[src/rtl/led_pattern_sequencer.sv]
// Eight-LED pattern sequencer. A debounced button steps through four animated
// modes, and a prescaler sets the animation rate.
module led_pattern_sequencer #(
    parameter int TICK_DIV        = 25000000,
    parameter int DEBOUNCE_CYCLES = 1000000
) (
    input  logic       CLK,
    input  logic       RST,
    input  logic       BTN,
    input  logic       PAUSE,
    output logic [7:0] LED,
    output logic [1:0] MODE,
    output logic       TICK
);

    localparam int PW = $clog2(TICK_DIV);
    localparam int DW = $clog2(DEBOUNCE_CYCLES);
    localparam logic [PW-1:0] PRE_LAST = PW'(TICK_DIV - 1);
    localparam logic [DW-1:0] DEB_LAST = DW'(DEBOUNCE_CYCLES - 1);

    typedef enum logic [1:0] {
        MODE_COUNT = 2'd0,
        MODE_SCAN  = 2'd1,
        MODE_BLINK = 2'd2,
        MODE_FILL  = 2'd3
    } mode_t;

    logic          sync1;
    logic          btn_s;
    logic          deb_level;
    logic          deb_prev;
    logic [DW-1:0] deb_cnt;
    logic          adv;

    mode_t         state_q, state_d;
    logic [7:0]    pat_q, pat_d;
    logic          left_q, left_d;
    logic [PW-1:0] pre_q, pre_d;
    logic          tick_q, tick_d;

    // Two-flop synchronizer followed by a counter that must see the new level
    // for DEBOUNCE_CYCLES consecutive cycles before the debounced level flips.
    always_ff @(posedge CLK or posedge RST) begin
        if (RST) begin
            sync1     <= 1'b0;
            btn_s     <= 1'b0;
            deb_level <= 1'b0;
            deb_prev  <= 1'b0;
            deb_cnt   <= '0;
        end else begin
            sync1    <= BTN;
            btn_s    <= sync1;
            deb_prev <= deb_level;
            if (btn_s != deb_level) begin
                if (deb_cnt == DEB_LAST) begin
                    deb_level <= btn_s;
                    deb_cnt   <= '0;
                end else begin
                    deb_cnt <= deb_cnt + 1'b1;
                end
            end else begin
                deb_cnt <= '0;
            end
        end
    end

    assign adv = deb_level & ~deb_prev;

    always_ff @(posedge CLK or posedge RST) begin
        if (RST) begin
            state_q <= MODE_COUNT;
            pat_q   <= 8'h00;
            left_q  <= 1'b1;
            pre_q   <= '0;
            tick_q  <= 1'b0;
        end else begin
            state_q <= state_d;
            pat_q   <= pat_d;
            left_q  <= left_d;
            pre_q   <= pre_d;
            tick_q  <= tick_d;
        end
    end

    // A mode advance takes priority over a coincident prescaler wrap, so the
    // new mode always starts from its initial pattern with a fresh prescaler.
    always_comb begin
        state_d = state_q;
        pat_d   = pat_q;
        left_d  = left_q;
        pre_d   = pre_q;
        tick_d  = 1'b0;
        if (adv) begin
            unique case (state_q)
                MODE_COUNT: begin state_d = MODE_SCAN;  pat_d = 8'h01; end
                MODE_SCAN:  begin state_d = MODE_BLINK; pat_d = 8'hFF; end
                MODE_BLINK: begin state_d = MODE_FILL;  pat_d = 8'h00; end
                default:    begin state_d = MODE_COUNT; pat_d = 8'h00; end
            endcase
            left_d = 1'b1;
            pre_d  = '0;
        end else if (!PAUSE) begin
            if (pre_q == PRE_LAST) begin
                pre_d  = '0;
                tick_d = 1'b1;
                unique case (state_q)
                    MODE_COUNT: pat_d = pat_q + 8'd1;
                    MODE_SCAN: begin
                        // Bounce off the end LEDs so exactly one stays lit.
                        if (left_q) begin
                            if (pat_q[7]) begin
                                pat_d  = {1'b0, pat_q[7:1]};
                                left_d = 1'b0;
                            end else begin
                                pat_d = {pat_q[6:0], 1'b0};
                            end
                        end else begin
                            if (pat_q[0]) begin
                                pat_d  = {pat_q[6:0], 1'b0};
                                left_d = 1'b1;
                            end else begin
                                pat_d = {1'b0, pat_q[7:1]};
                            end
                        end
                    end
                    MODE_BLINK: pat_d = ~pat_q;
                    default:    pat_d = (pat_q == 8'hFF) ? 8'h00 : {pat_q[6:0], 1'b1};
                endcase
            end else begin
                pre_d = pre_q + 1'b1;
            end
        end
    end

    assign LED  = pat_q;
    assign MODE = state_q;
    assign TICK = tick_q;

endmodule

[config.mk]
export PLATFORM = sky130hd
export DESIGN_NAME = led_pattern_sequencer
export DESIGN_NICKNAME = d
export VERILOG_FILES = /design/src/rtl/led_pattern_sequencer.sv
export SDC_FILE = /design/constraint.sdc
export NUM_CORES = 1
export LEC_CHECK = 0
export CAP_MARGIN = 20
export CORE_ASPECT_RATIO = 0.75
export CORE_MARGIN = 2
export CORE_UTILIZATION = 43
export CTS_CLUSTER_DIAMETER = 200
export DETAILED_ROUTE_END_ITERATION = 10
export PLACE_DENSITY = 0.66
export SYNTH_ARGS = -nofsm -noshare
export SYNTH_HDL_FRONTEND = slang
export SYNTH_SLANG_ARGS = --single-unit
[constraint.sdc]
create_clock -name CLK -period 5.95 [get_ports CLK]
set_input_delay 1.19 -clock CLK [delete_from_list [all_inputs] [get_ports CLK]]
set_output_delay 1.19 -clock CLK [all_outputs]
set_load 0.02 [all_outputs]
==> summary.md, run 1 <==
| Metric | Value |
|---|---|
| Max-slew violation count | 0 |
| Pwr per Cell Area | 229.0 mW/mm² |
| Root Driver | clkbuf_8 |
| Leading cell type in the layout, fill and taps excluded | dfrtp_1 |
| DRC | 0 |
| Post-synth EDFFs | 0 |
| Max stage delay cell, worst path | or4_1 |
| DRT Wirelength | 7072 µm |
| Synth Register Bits | 61 |
| Min-delay src | sync1 |
| CTS tree | built |
| Worst Max-Slew Pin Slew | 0.8193 ns |
| Layout area overhead | 11.02% |
| Routed WL per cell | 14.26 µm |
| Max-cap violations | 0 |
| Fill count | 747 |
| Max incr delay on CP | 0.81 ns |
| Hold/Removal Path Class | register to register |
| Tcrit/Tclk final | 0.4827 |
| Final Setup Violations | 0 |
| Flop2flop setup slack | 3.66 ns |
| Clock Latency Late Sink | 0.34 ns |
| Die width | 108.5 µm |
| Gr usage total | 0.1764 |
| Crit. Startpoint | PAUSE |
| Row cnt | 28 |
| Post-synthesis cell type count | 55 |
| Antenna viol nets, final | 0 |
| Critical Path Fanout Max | 21 |
| Crit path time final | 2.872 ns |
| P_leak | 1.600 nW |
| Share of cells above drive strength 1 | 0.09207 |
| Height of the die | 82.35 µm |
| Skew final | 0.01200 ns |
| Vias in the first global route | 2509 |
| Number of port buffers | 14 |
| Sequential area share after synthesis | 0.4341 |
| CTS buffer count | 9 |
| Post-CTS Hold Buffers | 0 |
| Largest net degree at the start of global routing | 62 |
| Worst Path Arrival | 3.08 ns |
| Core Region | 0.007918 mm² |
| Cells after Synth | 377 |
| Average size of a mapped cell | 9.336 µm² |
| IO Pins | 15 |
| Utilization after layout | 0.4935 |
| Status | completed |
| RSZ-0062 raised after global routing | false |
| Sequential cell area | 0.001528 mm² |
| Initial antenna violation count | 0 |
| Resize count post-CTS | 0 |
| Hold slack | 0.3685 ns |
| Final Hold Vio Count | 0 |
| Most frequent cells in the layout | dfrtp_1, nor2_1, nand2_1, xnor2_1, nand3_1 |
| Area taken by multi-input logic gates | 0.001847 mm² |
| Critical setup path kind | input pin to register |
| Post-CTS Setup Inserts | 0 |
| VDD IR-drop max | 165.4 µV |
| Ys async rst share | 1.000 |
| Deepest clock path buffer count | 2 |
| Die area | 0.008933 mm² |
| Nets | 398 |
| First-pass GRT wire length | 12250 µm |
| GPL Wtd Cong | 0.8873 |
| # clock sinks | 61 |
| Drt pass-1 iters | 4 |
| Post-DP HPWL | 4698 µm |
| Initial Util | 0.4445 |
| CP endpoint kind | register |
| Critical path cell sequence | clkdlybuf4s50_1 > or4_1 > nand2_4 > nor2_1 |
| Vias per inst | 5.466 |
| Syn Nets | 389 |
| Slew headroom | 0.4538 |
| YS warnings | 0 |
| Routed vias | 2711 |
| Worst r2r src | deb_prev |
| H-tree depth | 3 |
| # diodes | 0 |
| Synthesized cell area | 0.003520 mm² |
| Initial DRC Count | 150 |
| Startpoint types | input pin |
| Worst Path Required | 6.15 ns |
| Achievable Freq | 0.3481 GHz |
| Top_reg_cell synth | dfrtp_1 |
| Setup_tns | 0 ns |
| Clock-pin slew on the worst setup and hold paths | 0.08 ns |
| Overflow after GRT | 0 |
## final timing paths
path                                     to  depth (start not counted)
worst max-delay path               pre_q[3]                          4
worst min-delay path                  btn_s                          0
worst max register to register    pre_q[23]                          5
worst min register to register        btn_s                          0
max in group asynchronous       deb_cnt[18]                          3
min in group asynchronous         pre_q[21]                          3
## stage by stage
step | power [mW] | std cells | instance area (µm²) | setup WS [ns]
after CTS | 0.9094 | 496 | 3908 | 3.097
after detailed placement | 0.5364 | 480 | 3710 | 2.732
after global routing | 0.9384 | 496 | 3908 | 2.984
after global placement | 0.5331 | 480 | 3710 | 2.803
final | 0.8948 | 496 | 3908 | 3.078
after floorplan | 0.5142 | 377 | 3520 | 3.249
## kinds of logic (layout without fill, tap and decap cells)
group,count (synthesis),count (layout),share of synthesized area
simple gates,172,172,0.2591
flops,61,61,0.4341
compound gates,59,59,0.1234
xor+xnor,42,42,0.1045
buf+inv,32,46,0.04123
fa+ha+maj,8,8,0.02844
mux,3,3,0.009242
## state kept, by name, indices dropped and copies added, names as in the netlist
| name | flops |
|---|---|
| deb_level | 1 |
| TICK | 1 |
| sync1 | 1 |
| btn_s | 1 |
| LED | 8 |
| left_q | 1 |
| pre_q | 25 |
| deb_prev | 1 |
| deb_cnt | 20 |
| MODE | 2 |
## routing by layer
layer | share of wire | GRT usage | vias up | routed length (µm)
met5 | 0 | 0 | - | 0
met4 | 0.0051 | 0.05385 | 0 | 36
met3 | 0.044 | 0.05181 | 4 | 310
met2 | 0.43 | 0.2519 | 53 | 3032
met1 | 0.52 | 0.2570 | 1305 | 3693
li1 | - | - | 1349 | -
## layout make-up
type / instances / area share
inverter: 15 / 0.01441
clock inverter: 7 / 0.01889
multi-input combinational: 284 / 0.4726
clock buffer: 9 / 0.03170
sequential: 61 / 0.3910
tap: 105 / 0.03362
timing repair buffer: 15 / 0.03778
## where the power goes
group | switching [mW] | internal [mW]
sequential | 0.0272 | 0.434
clock | 0.172 | 0.195
combinational | 0.0384 | 0.0287
## Yosys cell counts, drive strengths merged (7+ instances only)
cell | number | area (µm²)
nor2 | 57 | 214.0
a21oi | 7 | 35.03
nor3 | 8 | 45.04
xnor2 | 24 | 210.2
inv | 15 | 56.30
dfrtp | 60 | 1501
and3 | 8 | 50.05
xor2 | 18 | 157.7
nand4 | 12 | 87.58
nand2 | 26 | 105.1
ha | 8 | 100.1
nor4 | 7 | 65.06
nand3 | 23 | 115.1
o21ai | 16 | 80.08
clkbuf | 12 | 45.04
## critical path, delay by kind of cell
kind          cells  cell delay [ns]
simple gates      3             1.20
buf+inv           1             0.68
No activity file was read; power rests on OpenSTA's default activity.
==> run 2, diff against run 1 <==
--- a/config.mk
+++ b/config.mk
@@ -11,7 +11,7 @@
 export CORE_UTILIZATION = 43
 export CTS_CLUSTER_DIAMETER = 200
 export DETAILED_ROUTE_END_ITERATION = 10
-export PLACE_DENSITY = 0.66
+export PLACE_DENSITY = 0.68
 export SYNTH_ARGS = -nofsm -noshare
 export SYNTH_HDL_FRONTEND = slang
 export SYNTH_SLANG_ARGS = --single-unit
==> constraint.sdc (replaced) <==
create_clock -name CLK -period 2.4 [get_ports CLK]
set_input_delay 0.48 -clock CLK [delete_from_list [all_inputs] [get_ports CLK]]
set_output_delay 0.48 -clock CLK [all_outputs]
set_load 0.02 [all_outputs]
==> run 2 against run 1 <==
Compared with the run above: sequential power increased by 140%; cell count rose by 2.8%; combinational power rose to 2.9 times the previous value; clock power grew to 2.8 times the previous value; first-iteration DRC count shrank 1.3%; highest routed layer unchanged; clock-buffer cell count stayed put; sequential cell count unchanged; die area unchanged; non-clock buffer count rose by 14; via count up 3.2%.
==> summary.md, run 2 (synthesized netlist as in run 1, its figures left out) <==
| Metric | Value |
|---|---|
| Gr usage total | 0.1876 |
| Hold/Removal Path Class | register to register |
| Core Region | 0.007918 mm² |
| Largest Register | pre_q |
| Flop2flop setup slack | 0.20 ns |
| VDD IR-drop max | 328.2 µV |
| Final Setup Violations | 0 |
| Row cnt | 28 |
| # diodes | 0 |
| Vias per inst | 5.486 |
| Initial Util | 0.4445 |
| Worst Path Arrival | 2.42 ns |
| Vias in the first global route | 2609 |
| Share of cells above drive strength 1 | 0.1235 |
| Post-CTS Setup Inserts | 0 |
| Largest net degree at the start of global routing | 28 |
| CTS buffer count | 9 |
| DRT Wirelength | 7515 µm |
| RSZ-0062 raised after global routing | false |
| Fill count | 742 |
| Register-to-Register Path Depth | 6 |
| Clock Latency Late Sink | 0.35 ns |
| H-tree depth | 3 |
| IO Pins | 15 |
| Nets | 412 |
| Post-DP HPWL | 5230 µm |
| Setup_tns | 0 ns |
| Area taken by multi-input logic gates | 0.001847 mm² |
| Worst r2r src | pre_q[0] |
| Crit path time final | 2.196 ns |
| Die area | 0.008933 mm² |
| P_leak | 1.683 nW |
| FF-to-FF End | LED[7] |
| Sequential cell area | 0.001528 mm² |
| Root Driver | clkbuf_8 |
| Crit path capture | LED[7] |
| Number of port buffers | 14 |
| Initial DRC Count | 148 |
| Die width | 108.5 µm |
| Worst Path Required | 2.63 ns |
| Most frequent cells in the layout | dfrtp_1, nor2_1, nand2_1, xnor2_1, nand3_1 |
| Critical Path Fanout Max | 7 |
| Antenna viol nets, final | 0 |
| Final Non-Filler Cells | 510 |
| DRC | 0 |
| Pwr per Cell Area | 580.5 mW/mm² |
| # clock sinks | 61 |
| Status | completed |
| Max-cap violations | 0 |
| Drt pass-1 iters | 4 |
| Tcrit/Tclk final | 0.9149 |
| Max-slew violation count | 0 |
| Max reg flops | 25 |
| Height of the die | 82.35 µm |
| Utilization after layout | 0.5115 |
| Skew final | 0.007812 ns |
| Leading cell type in the layout, fill and taps excluded | dfrtp_1 |
| Slew headroom | 0.6438 |
| Clock-pin slew on the worst setup and hold paths | 0.07 ns |
| Routed WL per cell | 14.74 µm |
| Dpl cells | 494 |
| Routed vias | 2798 |
| Resize count post-CTS | 0 |
| Overflow after GRT | 0 |
| First-pass GRT wire length | 12770 µm |
| Initial antenna violation count | 0 |
| Achievable Freq | 0.4554 GHz |
| Post-CTS Hold Buffers | 0 |
| Final Hold Vio Count | 0 |
| Crit. Startpoint | pre_q[0] |
| GPL Wtd Cong | 0.8936 |
| Worst Max-Slew Pin Slew | 0.5324 ns |
| CP endpoint kind | register |
| Startpoint types | register |
| Layout area overhead | 15.07% |
| CTS tree | built |
| Deepest clock path buffer count | 2 |
| Critical setup path kind | register to register |
[run 2: cell types whose count changed in the layout (fill, tap and decap cells not counted), sizes merged]
cell	delta
bufinv	+1
buf	+14
clkinv	-1
[run 2: per-stage QoR]
step | setup WS [ns] | hold slack [ns] | total power, mW | area (µm²)
finish | 0.2043 | 0.3622 | 2.351 | 4050
CTS | 0.2171 | 0.3649 | 2.383 | 4050
detailed placement | 0.2196 | 0.3465 | 1.346 | 3827
floorplan | 0.4086 | 0.3312 | 1.275 | 3520
global placement | 0.2547 | 0.3354 | 1.338 | 3827
global route | 0.005174 | 0.3762 | 2.464 | 4050
[run 2: per-layer routing]
metal  share of wire  track usage  vias up  wire length [µm]
met5               0            0        -                 0
met4           0.017      0.07308        0               130
met3           0.051      0.05102       14               383
met2            0.42       0.2675       64              3162
met1            0.51       0.2704     1351              3839
li1                -            -     1369                 -
[run 2: where the power goes]
group	internal [mW]	switching, mW
registers	1.08	0.0572
logic	0.0847	0.107
clock network	0.589	0.436
[run 2: worst min path at each step]
| stage | start | end | cells past startpoint |
|---|---|---|---|
| 2_1_floorplan | sync1 | btn_s | 0 |
| 3_3_place_gp | sync1 | btn_s | 0 |
| 3_5_place_dp | sync1 | btn_s | 0 |
| 4_1_cts | sync1 | btn_s | 0 |
| 5_1_grt | sync1 | btn_s | 0 |
| 6_report | sync1 | btn_s | 0 |
[run 2: worst max-delay path, cell delays in order, from the launching register on]
cell     delay, ns
dfrtp_1       0.39
ha_1          0.22
nand4_2       0.23
or4_1         0.64
nor4_4        0.33
o31a_1        0.20
a21oi_1       0.06
[run 2: cell type report]
type / count / share of cell area
inverters: 15 / 0.01390
clock inverters: 7 / 0.02441
repair buffers: 29 / 0.06549
clock buffers: 9 / 0.03058
well taps: 105 / 0.03244
flip-flops and latches: 61 / 0.3772
multi-input cells: 284 / 0.4560
==> edit 1 (settings of run 1) <==
The output `TICK` loses its register stage (`tick_q` becomes a continuous assignment).
--- a/src/rtl/led_pattern_sequencer.sv
+++ b/src/rtl/led_pattern_sequencer.sv
@@ -72,15 +72,15 @@
             pat_q   <= 8'h00;
             left_q  <= 1'b1;
             pre_q   <= '0;
-            tick_q  <= 1'b0;
         end else begin
             state_q <= state_d;
             pat_q   <= pat_d;
             left_q  <= left_d;
             pre_q   <= pre_d;
-            tick_q  <= tick_d;
         end
     end
+
+    assign tick_q = tick_d;
 
     // A mode advance takes priority over a coincident prescaler wrap, so the
     // new mode always starts from its initial pattern with a fresh prescaler.
Check against the original RTL: same outputs for any inputs over 10 cycles, from zero or initial values and one cycle with RST high; that may be too few to reach the edited logic, so the function may still have changed.
==> edit 1 against run 1 <==
Critical path depth shrank 1. Worst hold slack worse by 0.014 ns. Final area shrank 1.4%. Sequential cell count shrank 1. Maximum frequency down 33%. Power shrank 7.2%. Count of clock-buffer cells in the layout rose by 2. Clock skew shrank 0.0027 ns. Synthesized area shrank 0.71%. Worst setup slack got worse by 1.4 ns. Routed wire length fell by 1.1%. Largest cell class unchanged.
==> edit 1: results <==
metrics = {
    "power": {
        "p_leak_nw": 1.58,
        "switchingPower_uw": 215,
    },
    "worst_setup_path": {
        "reg2reg_to": "deb_cnt[17]",
        "crit_path_top_delay_cell": "clkdlybuf4s50_1",
        "r2r_setup_slack_ns": 3.65,
        "r2r-start": "deb_cnt[0]",
        "crit_fanout": 11,
    },
    "synth": {
        "synthMuxAreaShare_pct": 0.931,
        "ys_top_cells_by_count": "dfrtp_1, nor2_1, nand2_1",
        "synth_top_area_share_pct": 42.2,
        "syn_nets": 388,
        "synth_area_leaders": "dfrtp_1, nor2_1, xnor2_1, xor2_1, nand3_1",
        "synth_compound_area_share_pct": 12.4,
        "synthFlopType": "dfrtp_1",
        "syn_inst": 376,
        "synthXorXnorAreaFrac_pct": 10.5,
        "synth_fa_ha_area_share_pct": 2.86,
        "yosysSeqAreaShare_pct": 43.0,
    },
    "detailed_routing": {
        "vias": 2676,
        "drtPass1Iterations": 4,
        "viasPerCell": 5.41,
        "avgRoutedWirePerCell_um": 14.1,
        "dr.first_iter.drc_count": 176,
    },
    "final_layout": {
        "drive_gt1_share_pct": 8.97,
        "diodes": 0,
        "layout.nets": 397,
    },
    "placed_design": {
        "place_congestion": 0.854,
        "dp.cells": 479,
        "hpwlAfterDp_um": 4780,
        "placed_area_um2": 3680,
    },
    "grt": {
        "grtUsageTotal_pct": 17.7,
        "grt_pass1_vias": 2540,
        "grt_max_degree": 61,
    },
    "timing": {
        "worst_slack_ns": 1.68,
        "worst_pin_slew_ns": 0.792,
        "skew_ns": 0.00932,
    },
    "clocking": {
        "clk_pin_slew_worst_paths_ns": 0.06,
    },
    "hold_path": {
        "hp-class": "reg -> reg",
    },
    "outcome": {
        "status": "completed",
    },
}
==> edit 1: area by class of cell <==
| class | instances | area [µm²] | share of cell area (%) |
|---|---|---|---|
| clock inverters | 5 | 27.5 | 0.714 |
| repair buffers | 15 | 148 | 3.83 |
| well taps | 105 | 131 | 3.41 |
| clock buffers | 11 | 141 | 3.67 |
| multi-input cells | 284 | 1850 | 47.9 |
| flip-flops and latches | 60 | 1500 | 39.0 |
| inverters | 15 | 56.3 | 1.46 |
==> edit 1: metal layers <==
layer  routed length [µm]  vias to the layer above  GRT usage (%)
li1                     -                     1338              -
met1                 3690                     1289           25.8
met2                 3030                       43           25.8
met3                  226                        6           4.21
met4                   49                        0           5.90
met5                    0                        -              0
==> edit 1: how the worst min path moves through the flow <==
stage               slack (ns)  endpoint  cells past startpoint  startpoint
floorplan                 0.33     btn_s                      0       sync1
global placement          0.33     btn_s                      0       sync1
detailed placement        0.35     btn_s                      0       sync1
CTS                       0.36     btn_s                      0       sync1
global route              0.38     btn_s                      0       sync1
finish                    0.35     btn_s                      0       sync1
==> edit 1: power by group through the flow <==
| stage | Combinational (mW) | Sequential [mW] | Clock (mW) |
|---|---|---|---|
| detailed placement | 0.0672 | 0.462 | 0 |
| CTS | 0.0675 | 0.454 | 0.322 |
| global placement | 0.0654 | 0.460 | 0 |
| floorplan | 0.0512 | 0.456 | 0 |
| global route | 0.0768 | 0.458 | 0.342 |
| finish | 0.0662 | 0.455 | 0.309 |
==> edit 1: critical path: cells and delay by family <==
kind	cells	cell delay, ns
and+or+nand+nor	1	0.54
buffers and inverters	2	1.35
==> edit 1: cells by family after synthesis <==
kind of cell	count (synthesis)
AOI/OAI and AO/OA	59
muxes	3
DFF	60
buffers and inverters	32
adders and majority gates	8
and+or+nand+nor	172
xor gates and xnor gates	42
==> edit 2 (config.mk and constraints of run 1) <==
Made on the original files. The parameter `TICK_DIV` goes from 25000000 to 12500000.
--- a/src/rtl/led_pattern_sequencer.sv
+++ b/src/rtl/led_pattern_sequencer.sv
@@ -1,7 +1,7 @@
 // Eight-LED pattern sequencer. A debounced button steps through four animated
 // modes, and a prescaler sets the animation rate.
 module led_pattern_sequencer #(
-    parameter int TICK_DIV        = 25000000,
+    parameter int TICK_DIV        = 12500000,
     parameter int DEBOUNCE_CYCLES = 1000000
 ) (
     input  logic       CLK,
Check against the original RTL: no difference found for any inputs over 10 cycles, from zero or initial values and one cycle with RST high; that may be too few to reach the edited logic, so the function may still have changed.
==> edit 2 against run 1 <==
Final area down 1.3%. Synthesized area is 1.9% lower. Non-clock buffer count unchanged. Routed wire length increased by 4.5%. Power up 1.7%. Clock power up 2%. Utilization down 0.20 points. Via count up 2.5%. Largest power group unchanged. Critical endpoint is now LED[6]. Highest routed layer unchanged. Worst setup slack worse by 0.30 ns. Final cell count fell by 1.6%. Sequential cell count decreased by 1.
==> edit 2: results <==
metrics = {
    "worst_setup_path": {
        "r2r_setup_slack_ns": 3.57,
        "crit_fanout": 25,
        "crit_end": "LED[6]",
    },
    "outcome": {
        "status": "completed",
    },
    "placed_design": {
        "hpwlAfterDp_um": 5010,
        "dp.cells": 472,
        "place_congestion": 0.881,
    },
    "final_layout": {
        "layout.nets": 390,
        "drive_gt1_share_pct": 8.88,
        "seq_share_pct": 39.0,
        "fillers": 753,
        "final-nonclk-buf-share_pct": 3.83,
        "multi_input_area_share_pct": 47.6,
        "inverters": 11,
    },
    "grt": {
        "grt_pass1_vias": 2648,
        "grtUsageTotal_pct": 18.4,
        "grt_first_pass_wirelength_um": 12800,
        "gr-usage-met2_pct": 29.1,
    },
    "power": {
        "seq_power_share_pct": 51.8,
        "p_int_uw": 657,
        "ir_drop_mv": 0.142,
    },
    "synth": {
        "synth_area_per_cell_um2": 9.41,
        "ys_top_cells_by_count": "dfrtp_1, nor2_1, nand2_1",
    },
    "timing": {
        "slew_headroom_pct": 39.7,
        "skew_ns": 0.0128,
    },
    "detailed_routing": {
        "viasPerCell": 5.69,
    },
}
edit 2: cell count changes after synthesis, moves of 4 or more:
| cell | change |
|---|---|
| xnor2_1 | -11 |
| nor2_1 | -9 |
| xor2_1 | +9 |
| o21ai_0 | +8 |
| nand2_1 | +6 |
| clkbuf_1 | -4 |
| inv_1 | -4 |
edit 2: how the worst min path moves through the flow:
stage / start / endpoint / slack, ns
4_1_cts: sync1 / btn_s / 0.35
5_1_grt: sync1 / btn_s / 0.36
2_1_floorplan: sync1 / btn_s / 0.33
3_3_place_gp: sync1 / btn_s / 0.34
3_5_place_dp: sync1 / btn_s / 0.34
6_report: sync1 / btn_s / 0.35
edit 2: logic make-up after synthesis:
kind of cell    synth area share (%)
xor+xnor                        10.1
buf+inv                         3.33
flops                           43.5
compound gates                  13.2
simple gates                    25.4
fa+ha+maj                       2.90
mux                             1.59
edit 2: metrics by stage:
| stage | area (µm²) | power (mW) | hold WS (ns) | setup WS [ns] | utilization [%] |
|---|---|---|---|---|---|
| after floorplan | 3450 | 0.527 | 0.331 | 3.28 | - |
| after global placement | 3660 | 0.543 | 0.336 | 2.47 | 46.6 |
| after detailed placement | 3660 | 0.546 | 0.338 | 2.46 | 46.6 |
| after CTS | 3860 | 0.923 | 0.354 | 2.77 | 49.2 |
| after global routing | 3860 | 0.959 | 0.357 | 2.64 | 49.2 |
| final | 3860 | 0.910 | 0.351 | 2.78 | 49.2 |
edit 2: worst reg2reg max path, delay by kind of cell, from the launching register on:
family	cells	cell delay [ns]
AND/OR/NAND/NOR	2	0.59
AO/OA/AOI/OAI	3	1.05
adder cells (fa/ha/maj)	1	0.22
flip-flops	1	0.40
edit 2: layer usage:
metal / up-vias / wire length (µm)
li1: 1338 / -
met1: 1359 / 3520
met2: 75 / 3420
met3: 6 / 388
met4: 0 / 62
met5: - / 0
